### src/rtl/tl_ram_front_end.sv
// tl_ram_front_end: A-request FIFO with range check, local denied responses and in-order D merge.
// Optional request/error statistics are built when TL_RAM_FE_STATS_EN is defined.
module tl_ram_front_end #(
   parameter int          DEPTH      = 2,
   parameter logic [32:0] BASE_ADDR  = 33'h080000000,
   parameter logic [32:0] SIZE_BYTES = 33'h080000000
) (
   input  logic        clock,
   input  logic        reset,
   output logic        auto_in_a_ready,
   input  logic        auto_in_a_valid,
   input  logic [2:0]  auto_in_a_bits_opcode,
   input  logic [2:0]  auto_in_a_bits_param,
   input  logic [1:0]  auto_in_a_bits_size,
   input  logic [9:0]  auto_in_a_bits_source,
   input  logic [32:0] auto_in_a_bits_address,
   input  logic [7:0]  auto_in_a_bits_mask,
   input  logic [63:0] auto_in_a_bits_data,
   input  logic        auto_in_a_bits_corrupt,
   input  logic        auto_in_d_ready,
   output logic        auto_in_d_valid,
   output logic [2:0]  auto_in_d_bits_opcode,
   output logic [1:0]  auto_in_d_bits_size,
   output logic [9:0]  auto_in_d_bits_source,
   output logic        auto_in_d_bits_denied,
   output logic [63:0] auto_in_d_bits_data,
   input  logic        auto_out_a_ready,
   output logic        auto_out_a_valid,
   output logic [2:0]  auto_out_a_bits_opcode,
   output logic [2:0]  auto_out_a_bits_param,
   output logic [1:0]  auto_out_a_bits_size,
   output logic [9:0]  auto_out_a_bits_source,
   output logic [32:0] auto_out_a_bits_address,
   output logic [7:0]  auto_out_a_bits_mask,
   output logic [63:0] auto_out_a_bits_data,
   output logic        auto_out_a_bits_corrupt,
   output logic        auto_out_d_ready,
   input  logic        auto_out_d_valid,
   input  logic [2:0]  auto_out_d_bits_opcode,
   input  logic [1:0]  auto_out_d_bits_size,
   input  logic [9:0]  auto_out_d_bits_source,
   input  logic [63:0] auto_out_d_bits_data,
   output logic [31:0] stat_reads,
   output logic [31:0] stat_writes,
   output logic [31:0] stat_errors
);
   localparam int AW = $clog2(DEPTH);
   localparam logic [33:0] LIMIT = {1'b0, BASE_ADDR} + {1'b0, SIZE_BYTES};
   typedef struct packed {
      logic [2:0]  opcode;
      logic [2:0]  param;
      logic [1:0]  size;
      logic [9:0]  source;
      logic [32:0] address;
      logic [7:0]  mask;
      logic [63:0] data;
      logic        corrupt;
   } req_t;
   req_t        mem [DEPTH];
   req_t        head;
   logic [AW:0] wr_ptr, rd_ptr;
   logic [1:0]  outstanding;
   logic        err_valid, err_opcode;
   logic [1:0]  err_size;
   logic [9:0]  err_source;
   logic        full, head_valid, legal, enq, out_fire, d_fire, err_load, deq;
   assign head       = mem[rd_ptr[AW-1:0]];
   assign head_valid = wr_ptr != rd_ptr;
   assign full       = (wr_ptr ^ rd_ptr) == {1'b1, {AW{1'b0}}};
   assign legal      = (head.opcode inside {3'd0, 3'd1, 3'd4}) && head.address >= BASE_ADDR
                       && {1'b0, head.address} < LIMIT;
   assign enq        = auto_in_a_valid & ~full;
   assign out_fire   = auto_out_a_valid & auto_out_a_ready;
   assign d_fire     = auto_out_d_valid & auto_out_d_ready;
   // An illegal head is only answered once every earlier RAM response has drained.
   assign err_load   = head_valid & ~legal & ~err_valid & (outstanding == 2'd0);
   assign deq        = out_fire | err_load;
   assign auto_in_a_ready         = ~full;
   assign auto_out_a_valid        = head_valid & legal & ~err_valid;
   assign auto_out_a_bits_opcode  = head.opcode;
   assign auto_out_a_bits_param   = head.param;
   assign auto_out_a_bits_size    = head.size;
   assign auto_out_a_bits_source  = head.source;
   assign auto_out_a_bits_address = head.address;
   assign auto_out_a_bits_mask    = head.mask;
   assign auto_out_a_bits_data    = head.data;
   assign auto_out_a_bits_corrupt = head.corrupt;
   assign auto_out_d_ready        = auto_in_d_ready & ~err_valid;
   assign auto_in_d_valid         = auto_out_d_valid | err_valid;
   assign auto_in_d_bits_opcode   = err_valid ? {2'b0, err_opcode} : auto_out_d_bits_opcode;
   assign auto_in_d_bits_size     = err_valid ? err_size : auto_out_d_bits_size;
   assign auto_in_d_bits_source   = err_valid ? err_source : auto_out_d_bits_source;
   assign auto_in_d_bits_denied   = err_valid;
   assign auto_in_d_bits_data     = err_valid ? 64'd0 : auto_out_d_bits_data;
   // FIFO storage needs no reset; only the pointers define occupancy.
   always_ff @(posedge clock)
      if (enq) mem[wr_ptr[AW-1:0]] <= '{auto_in_a_bits_opcode, auto_in_a_bits_param, auto_in_a_bits_size,
                                        auto_in_a_bits_source, auto_in_a_bits_address, auto_in_a_bits_mask,
                                        auto_in_a_bits_data, auto_in_a_bits_corrupt};
   // FIFO pointers and the count of requests in flight at the RAM.
   always_ff @(posedge clock or posedge reset)
      if (reset) begin
         wr_ptr      <= '0;
         rd_ptr      <= '0;
         outstanding <= '0;
      end else begin
         wr_ptr      <= wr_ptr + {{AW{1'b0}}, enq};
         rd_ptr      <= rd_ptr + {{AW{1'b0}}, deq};
         outstanding <= outstanding + {1'b0, out_fire} - {1'b0, d_fire};
      end
   // Local denied response, held until the upstream D channel takes it.
   always_ff @(posedge clock or posedge reset)
      if (reset) begin
         err_valid  <= 1'b0;
         err_opcode <= 1'b0;
         err_size   <= '0;
         err_source <= '0;
      end else if (err_load) begin
         err_valid  <= 1'b1;
         err_opcode <= head.opcode inside {3'd2, 3'd3, 3'd4};
         err_size   <= head.size;
         err_source <= head.source;
      end else if (auto_in_d_ready) begin
         err_valid  <= 1'b0;
      end
`ifdef TL_RAM_FE_STATS_EN
   // Wrapping counters of dispatched reads, dispatched writes and locally denied requests.
   always_ff @(posedge clock or posedge reset)
      if (reset) begin
         stat_reads  <= '0;
         stat_writes <= '0;
         stat_errors <= '0;
      end else begin
         stat_reads  <= stat_reads + {31'd0, out_fire & (head.opcode == 3'd4)};
         stat_writes <= stat_writes + {31'd0, out_fire & (head.opcode != 3'd4)};
         stat_errors <= stat_errors + {31'd0, err_load};
      end
`else
   assign stat_reads  = '0;
   assign stat_writes = '0;
   assign stat_errors = '0;
`endif
endmodule

### config.mk
export PLATFORM = sky130hd
export DESIGN_NAME = tl_ram_front_end
export DESIGN_NICKNAME = d
export VERILOG_FILES = /design/src/rtl/tl_ram_front_end.sv
export SDC_FILE = /design/constraint.sdc
export NUM_CORES = 1
export LEC_CHECK = 0
export BUFFER_PORTS_ARGS = -buffer_cell sky130_fd_sc_hd__buf_2
export CORE_AREA = 2 2 199 201
export DETAILED_ROUTE_END_ITERATION = 6
export DIE_AREA = 0 0 201 203
export MAX_ROUTING_LAYER = met4
export PLACE_DENSITY_LB_ADDON = 0.05
export SLEW_MARGIN = 20
export SYNTH_ARGS = -nofsm -noshare
export SYNTH_HDL_FRONTEND = slang
export SYNTH_SLANG_ARGS = --single-unit
### constraint.sdc
create_clock -name clock -period 5.9 [get_ports clock]
set_clock_uncertainty 0.15 [all_clocks]
set_input_delay 0.295 -clock clock [delete_from_list [all_inputs] [get_ports clock]]
set_output_delay 0.295 -clock clock [all_outputs]
set_load 0.01 [all_outputs]
==> impl_metrics.csv, run 1 <==
group,metric,value,unit
critical_path,critPathRequiredTime,5.45,ns
synth,synth-edff-count,248,
grt,grt_pass1_wl,43900,um
clock_tree,cts_tree,"yes",
sta,rsz0062_at_grt,"no",
drt,routed_wl,30600,um
placed_design,portBuffers,416,
clock_tree,cts_inserted_buffers,31,
drt,via_per_inst,3.97,
critical_path,r2r.worst_path.cells,5,
grt,grt-ovfl-total,0,
hold_path,min_path_type,"primary input to register",
drt,wl_met2,15900,um
placed_design,place.gp.congestion,0.775,
hold_path,min_to,"wr_ptr[0]$_DFF_PP0_",
outcome,status,"completed",
power_and_ir_drop,leakage,6.54,nW
grt,first_global_vias,7136,
job,drv_cap,0,
cells_and_area,final_common_cell,"buf_2",
sta,max_freq,0.280,GHz
sta,slew-limit-headroom,30.5,%
critical_path,r2r_start,"rd_ptr[0]$_DFF_PP0_",
grt,grtUsageTotal,14.7,%
sta,setup_tns,0,ns
power_and_ir_drop,power,7.62,mW
synth,avgSynthCellArea,17.4,sq um
cells_and_area,areaGrowthSynthToFinish,41.6,%
critical_path,crit_arrival,3.12,ns
critical_path,slowest_delay,0.98,ns
clock_tree,clk_pin_slew,0.06,ns
drt,top_layer_used,"met4",
synth,seq_area_frac_synth,71.0,%
drt,ant_nets,0,
drt,vias,6915,
clock_tree,ctsResizeCount,0,
placed_design,place_ws,2.38,ns
clock_tree,cts_root_buffer,"clkbuf_16",
die,coreArea,38500,sq um
cells_and_area,mostFrequentLayoutCells,"buf_2 (416), edfxtp_1 (248), mux2_2 (138)",
critical_path,path_class,"register to primary output",
cells_and_area,final_layout_size_suffix_gt1_share,50.9,%
drt,dr.pass1.iters,4,
die,initial_core_util,29.1,%
drt,dr_wl_met3,3140,um
synth,synth.ff_latch_count,268,
die,dieArea,40800,sq um
drt,routedWlPerCell,17.5,um
drt,wl_met1,11000,um
synth,netlist_instances,642,
synth,synthDistinctLibCells,29,
sta,setup_viol,0,
critical_path,worstSetupStartpointType,"register",
hold_path,hold_start,"auto_in_a_valid",
placed_design,hpwl,21700,um
grt,grt_start_max_net_pins,84,
synth,syn-cell-area,11200,sq um
critical_path,worst_setup_path_end_kind,"primary output",
critical_path,r2r_slack,2.52,ns
clock_tree,clk_latency,0.57,ns
die,num_io_pins,513,
sta,worst_slack,2.33,ns
synth,synthFlopType,"edfxtp_1",
die,rows,72,
die,die_w,201,um
critical_path,cpMaxStageDelayCell,"dfrtp_4",
sta,fin_crit_sh,60.5,%
critical_path,path_cells,"buf_4, mux2_2, buf_2",
clock_tree,cts.sinks,268,
grt,antenna_found_initial,7,
synth,async_reset_ff_share,7.46,%
synth,yosys_warnings,0,
die,die_y,203,um
clock_tree,htreeDepth,1,
power_and_ir_drop,p_per_area,481,nW/um^2
drt,drc,0,
hold_path,min_path_cells,4,
clock_tree,cts_max_path_buffers,3,
sta,drv_slew,0,
sta,hold_violations,0,
power_and_ir_drop,ir_drop,0.000259,V
critical_path,r2r-end,"mem[0][82]$_DFFE_PP_",
sta,worst-slew-pin-transition,1.04,ns
drt,drtIter0Drc,298,
cells_and_area,finalNetCount,1412,
critical_path,path_max_fanout,72,
sta,period_needed,3.57,ns
[worst max path at each step]
stage	from	endpoint	slack (ns)	cells after the start
6_report	rd_ptr[0]$_DFF_PP0_	auto_out_a_bits_data[54]	2.33	3
5_1_grt	rd_ptr[0]$_DFF_PP0_	auto_out_a_bits_size[1]	2.09	3
4_1_cts	rd_ptr[0]$_DFF_PP0_	auto_out_a_bits_size[1]	2.15	3
3_5_place_dp	rd_ptr[0]$_DFF_PP0_	mem[0][79]$_DFFE_PP_	2.38	5
3_3_place_gp	rd_ptr[0]$_DFF_PP0_	mem[0][1]$_DFFE_PP_	2.44	5
2_1_floorplan	rd_ptr[0]$_DFF_PP0_	mem[1][0]$_DFFE_PP_	1.35	5
[Yosys cell counts, drive strengths merged, types with 2 or more instances]
| library cell | instances | area share [%] |
|---|---|---|
| ha | 5 | 0.56 |
| clkbuf | 9 | 0.30 |
| buf | 111 | 7.2 |
| dfrtp | 20 | 4.5 |
| edfxtp | 248 | 67 |
| nand3 | 2 | 0.20 |
| and2 | 2 | 0.11 |
| mux2i | 3 | 0.27 |
| xor2 | 2 | 0.16 |
| xnor2 | 4 | 0.31 |
| mux2 | 147 | 15 |
| o21ai | 2 | 0.089 |
| nor2b | 68 | 3.8 |
| inv | 9 | 0.30 |
[final cells by class]
type                       instances  area, sq um
antenna                            4         10.0
clock inverter                    22          244
fill                            3663        22600
inverter                           9         33.8
sequential                       268         7950
multi-input combinational        340         2760
tap                              518          648
timing repair buffer             548         3420
clock buffer                      35          791
[where the power goes]
group          total [mW]  internal, mW  switching (mW)
Combinational        2.70          1.19            1.51
Clock                1.93          1.18           0.755
Sequential           2.99          2.78           0.215
Total                7.62          5.14            2.48
[sequential cells by signal, summed over array words and instances (netlist names)]
signal                 count
mem                      248
err_source                10
err_size                   2
outstanding                2
rd_ptr                     2
wr_ptr                     2
auto_in_d_bits_denied      1
err_opcode                 1
[through the flow]
step	util, %	instance area, sq um	hold slack (ns)	std cells
after global placement	35.2	13500	0.325	1556
final	41.2	15900	0.0946	1744
after floorplan	-	11600	0.109	737
after CTS	41.2	15800	0.0606	1740
after global routing	41.2	15900	0.108	1744
after detailed placement	35.2	13500	0.327	1556
[critical path, delay by kind of cell (launching register included)]
kind	cells	cell delay [ns]
muxes	1	0.42
DFF	1	0.98
buffers and inverters	2	1.09
[logic make-up (layout without fill, tap and decap cells)]
group                      after synthesis  in the layout  share of synthesized area, %
adders and majority gates                5              5                         0.559
muxes                                  150            150                          15.4
and+or+nand+nor                         79             79                          4.48
other                                    1            100                        0.0335
DFF                                    268            268                          71.0
xor gates and xnor gates                 6              6                         0.469
buffers and inverters                  129            614                          7.81
AOI/OAI and AO/OA                        4              4                         0.302
[routing by layer]
metal | up-vias | track usage [%]
li1 | 3280 | -
met1 | 3308 | 15.5
met2 | 287 | 25.7
met3 | 40 | 5.89
met4 | 0 | 3.54
met5 | - | -
[timing repair]
action	in CTS	in global routing
hold buffers	127	0
endpoints found under the setup margin	0	0
buffers inserted	0	0
endpoints found under the hold margin	270	0
No activity file was read; power rests on OpenSTA's default activity.
==> inputs of run 2 (changes only) <==
clock period = 3.5 ns   (was 5.9 ns; I/O delays follow)
==> impl_metrics.csv, run 2 (synthesized netlist as in run 1, its figures left out) <==
group,metric,value,unit
die,die_y,203,um
clock_tree,ctsResizeCount,0,
clock_tree,clk_latency,0.56,ns
critical_path,r2r_slack,0.68,ns
clock_tree,cts_max_path_buffers,3,
placed_design,hpwl,22200,um
clock_tree,htreeDepth,1,
sta,worst-slew-pin-transition,1.04,ns
power_and_ir_drop,leakage,6.53,nW
grt,antenna_found_initial,6,
critical_path,cpMaxStageDelayCell,"buf_4",
critical_path,worst_setup_path_end_kind,"primary output",
cells_and_area,largest_reg_flops,248,
sta,drv_slew,0,
cells_and_area,fillerInstances,3687,
sta,setup_viol,0,
drt,routedWlPerCell,17.7,um
critical_path,critPathRequiredTime,3.17,ns
critical_path,r2r_start,"rd_ptr[0]$_DFF_PP0_",
clock_tree,cts.sinks,268,
critical_path,path_cells,"buf_4, mux2_2, buf_2",
critical_path,worstSetupStartpointType,"register",
die,rows,72,
power_and_ir_drop,power,12.7,mW
cells_and_area,regArea,7950,sq um
cells_and_area,mostFrequentLayoutCells,"buf_2 (416), edfxtp_1 (248), mux2_2 (138)",
clock_tree,cts_root_buffer,"clkbuf_16",
cells_and_area,final_common_cell,"buf_2",
sta,max_freq,0.335,GHz
die,num_io_pins,513,
critical_path,path_max_fanout,70,
die,initial_core_util,29.1,%
placed_design,placed_cells,1558,
cells_and_area,areaGrowthSynthToFinish,41.5,%
sta,slew-limit-headroom,30.4,%
cells_and_area,finalNetCount,1416,
hold_path,hold_start,"auto_out_a_ready",
clock_tree,post_cts_buffers,0,
grt,grtUsageTotal,14.9,%
grt,grt_pass1_wl,44500,um
drt,drc,0,
critical_path,slowest_delay,0.84,ns
clock_tree,postCtsHoldBufs,129,
critical_path,path_class,"register to primary output",
grt,first_global_vias,7197,
power_and_ir_drop,ir_drop,0.000501,V
sta,setup_tns,0,ns
job,drv_cap,0,
sta,fin_crit_sh,85.2,%
drt,via_per_inst,4.00,
sta,hold_violations,0,
hold_path,min_to,"rd_ptr[0]$_DFF_PP0_",
drt,vias,6980,
drt,dr.pass1.iters,4,
power_and_ir_drop,p_per_area,803,nW/um^2
cells_and_area,multiInputGateArea,2760,sq um
hold_path,min_path_cells,5,
cells_and_area,final_layout_size_suffix_gt1_share,50.4,%
cells_and_area,fin_util,41.2,%
sta,rsz0062_at_grt,"no",
clock_tree,clk_pin_slew,0.06,ns
sta,period_needed,2.98,ns
critical_path,r2r-end,"outstanding[1]$_DFF_PP0_",
clock_tree,cts_tree,"yes",
drt,ant_nets,0,
cells_and_area,final_cells,1747,
outcome,status,"completed",
placed_design,place.gp.congestion,0.787,
die,dieArea,40800,sq um
grt,grt-ovfl-total,0,
die,die_w,201,um
hold_path,min_path_type,"primary input to register",
grt,grt_start_max_net_pins,80,
drt,routed_wl,31000,um
clock_tree,cts_inserted_buffers,31,
critical_path,r2r.worst_path.cells,6,
drt,drtIter0Drc,227,
placed_design,portBuffers,416,
die,coreArea,38500,sq um
critical_path,crit_arrival,2.66,ns
-- run 2: changes by cell type in the layout (fill, tap and decap cells not counted), sizes merged --
cell | previous run | this run
clkbuf | 35 | 46
dlygate4sd3 | 127 | 129
diode | 4 | 3
clkinv | 15 | 7
bufinv | 5 | 3
inv | 11 | 10
buf | 421 | 423
-- run 2: final cells by class --
class                      instances  area share [%]
multi-input combinational        340            17.4
inverter                           9           0.213
sequential                       268            50.2
timing repair buffer             552            21.9
clock buffer                      46            5.31
tap                              518            4.09
clock inverter                    11           0.813
antenna                            3          0.0474
-- run 2: how the worst max path moves through the flow --
stage / startpoint / endpoint
6_report: rd_ptr[0]$_DFF_PP0_ / auto_out_a_bits_mask[5]
4_1_cts: rd_ptr[0]$_DFF_PP0_ / auto_out_a_bits_source[2]
2_1_floorplan: rd_ptr[0]$_DFF_PP0_ / mem[1][0]$_DFFE_PP_
5_1_grt: rd_ptr[0]$_DFF_PP0_ / auto_out_a_bits_mask[5]
3_3_place_gp: rd_ptr[0]$_DFF_PP0_ / outstanding[1]$_DFF_PP0_
3_5_place_dp: rd_ptr[0]$_DFF_PP0_ / outstanding[1]$_DFF_PP0_
-- run 2: worst max-delay path: cells and delay by family (launching register included) --
kind / cells / cell delay [ns]
flip-flops: 1 / 0.61
multiplexers: 1 / 0.43
buffers and inverters: 2 / 1.00
-- run 2: layer usage --
metal  vias up  global-route usage, %  part of all wire, %
li1       3285                      -                    -
met1      3349                   15.2                   35
met2       284                   25.8                   51
met3        62                   5.87                   10
met4         0                   6.11                  4.3
met5         -                      -                    0
-- run 2: per-stage QoR --
step | worst slack [ns] | instance area (sq um) | hold slack [ns]
final | 0.517 | 15800 | 0.104
after global routing | 0.340 | 15800 | 0.114
after CTS | 0.420 | 15800 | 0.0908
after detailed placement | 0.772 | 13600 | 0.216
after global placement | 0.847 | 13600 | 0.215
after floorplan | 0.303 | 11600 | -0.0112
-- run 2: power by group --
part / switching [mW] / internal (mW) / leakage [nW]
combinational: 2.65 / 2.04 / 3.52
clock: 1.22 / 1.87 / 0.471
sequential: 0.272 / 4.68 / 2.54
total: 4.14 / 8.59 / 6.53
==> inputs of run 3 (changes only) <==
==> constraint.sdc (replaced) <==
create_clock -name clock -period 3.5 [get_ports clock]
set_clock_uncertainty 0.15 [all_clocks]
set_input_delay 0.35 -clock clock [delete_from_list [all_inputs] [get_ports clock]]
set_output_delay 0.35 -clock clock [all_outputs]
set_load 0.01 [all_outputs]
==> impl_metrics.csv, run 3 (synthesized netlist as in run 1, its figures left out) <==
group,metric,value,unit
drt,drc,0,
power_and_ir_drop,switching_share,32.9,%
sta,hold_violations,0,
power_and_ir_drop,comb_power_share,37.1,%
drt,routedWlPerCell,17.8,um
critical_path,worst_setup_path_end_kind,"primary output",
grt,grt-ovfl-total,0,
drt,via_per_inst,3.96,
cells_and_area,final_common_cell,"buf_2",
sta,rsz0062_at_grt,"no",
placed_design,portBuffers,416,
sta,setup_tns,0,ns
cells_and_area,final_cells,1746,
power_and_ir_drop,p_sw,4.20,mW
drt,drtIter0Drc,233,
die,initial_core_util,29.1,%
clock_tree,clk_latency,0.57,ns
grt,antenna_found_initial,3,
critical_path,path_class,"register to primary output",
power_and_ir_drop,p_int,8.58,mW
power_and_ir_drop,clkPwrFrac,24.4,%
clock_tree,clk_pin_slew,0.06,ns
cells_and_area,final_layout_size_suffix_gt1_share,51.2,%
die,coreArea,38500,sq um
grt,grt_start_max_net_pins,81,
sta,worst_slack,0.682,ns
hold_path,min_path_type,"primary input to register",
outcome,status,"completed",
clock_tree,cts_tree,"yes",
placed_design,placed_area,13600,sq um
cells_and_area,fillerInstances,3672,
drt,vias,6910,
clock_tree,cts_max_path_buffers,3,
cells_and_area,finalNetCount,1415,
critical_path,crit_arrival,2.32,ns
sta,period_needed,2.82,ns
critical_path,path_max_fanout,74,
drt,ant_nets,0,
power_and_ir_drop,seqPwrFrac,38.6,%
job,drv_cap,0,
critical_path,r2r_slack,0.88,ns
grt,grtUsageTotal,14.9,%
grt,first_global_vias,7138,
sta,slew-limit-headroom,43.8,%
placed_design,hpwl,22500,um
grt,grt_pass1_wl,44400,um
cells_and_area,areaGrowthSynthToFinish,41.7,%
power_and_ir_drop,leakage,6.55,nW
clock_tree,cts.sinks,268,
die,rows,72,
critical_path,critPathRequiredTime,3.00,ns
cells_and_area,stdcell_area,15900,sq um
power_and_ir_drop,ir_drop,0.000466,V
sta,setup_viol,0,
cells_and_area,largest_reg_flops,248,
sta,worst-slew-pin-transition,0.843,ns
drt,routed_wl,31000,um
placed_design,place_ws,0.870,ns
power_and_ir_drop,p_per_area,806,nW/um^2
sta,max_freq,0.355,GHz
die,die_w,201,um
sta,fin_crit_sh,80.5,%
clock_tree,cts_root_buffer,"clkbuf_16",
die,dieArea,40800,sq um
clock_tree,cts_inserted_buffers,31,
die,die_y,203,um
placed_design,placed_cells,1560,
die,num_io_pins,513,
cells_and_area,mostFrequentLayoutCells,"buf_2 (416), edfxtp_1 (248), mux2_2 (138)",
sta,drv_slew,0,
drt,dr.pass1.iters,4,
clock_tree,htreeDepth,1,
placed_design,place.gp.congestion,0.794,
critical_path,worstSetupStartpointType,"register",
-- run 3: cell types whose count changed in the layout (fill, tap and decap cells not counted) --
cell / previous run / this run
clkbuf_8: 1 / 3
bufinv_16: 3 / 2
clkinv_2: 3 / 9
buf_12: 4 / 5
diode_2: 3 / 2
dlygate4sd3_1: 129 / 126
buf_4: 3 / 4
clkbuf_1: 14 / 9
clkinv_1: 4 / 2
inv_16: 0 / 1
-- run 3: metal layers --
| layer | vias up | share of wire, % | track usage [%] | wire, um |
|---|---|---|---|---|
| met5 | - | 0 | - | 0 |
| met4 | 0 | 3.3 | 5.21 | 1030 |
| met3 | 51 | 9.8 | 5.94 | 3050 |
| met2 | 289 | 51 | 26.0 | 15900 |
| met1 | 3280 | 36 | 15.2 | 11100 |
| li1 | 3290 | - | - | - |
-- run 3: final timing paths --
path	start	end	cells after the start
max	auto_in_d_bits_denied$_DFFE_PP0P_	auto_in_d_bits_source[8]	3
min	auto_out_d_valid	outstanding[1]$_DFF_PP0_	4
max reg2reg	rd_ptr[0]$_DFF_PP0_	outstanding[1]$_DFF_PP0_	8
min reg2reg	rd_ptr[1]$_DFF_PP0_	rd_ptr[1]$_DFF_PP0_	1
max in group asynchronous	reset	rd_ptr[0]$_DFF_PP0_	3
min in group asynchronous	reset	rd_ptr[0]$_DFF_PP0_	3
-- run 3: worst max-delay path, cell delays in order (launching register included) --
cell and delay (ns):
dfrtp_2 0.51, buf_4 0.62, mux2_2 0.41, buf_2 0.18
-- run 3: timing repair --
| action | CTS | global route |
|---|---|---|
| hold buffers | 126 | 0 |
| setup buffers | 0 | 0 |
| hold endpoints to repair | 269 | 0 |
| resized for setup | 0 | 0 |
-- run 3: through the flow --
stage	util, %	hold WS (ns)	total power [mW]
floorplan	-	0.164	7.84
global placement	35.4	0.328	9.81
detailed placement	35.4	0.330	9.79
CTS	41.2	0.0691	13.1
global route	41.2	0.102	13.6
finish	41.2	0.103	12.8
-- run 3: final cells by class --
type	count	area, sq um	share of cell area [%]
clock inverter	15	141	0.891
multi-input combinational	340	2760	17.4
tap	518	648	4.09
inverter	9	33.8	0.213
sequential	268	7950	50.1
clock buffer	43	851	5.36
antenna	2	5.00	0.0316
timing repair buffer	551	3470	21.9
-- run 3: power by group through the flow --
stage          Clock, mW  Sequential (mW)  Combinational, mW
6_report            3.11             4.93               4.74
5_1_grt             3.35             5.04               5.18
4_1_cts             3.24             4.95               4.92
3_5_place_dp           0             5.01               4.78
3_3_place_gp           0             5.00               4.82
2_1_floorplan          0             4.95               2.88
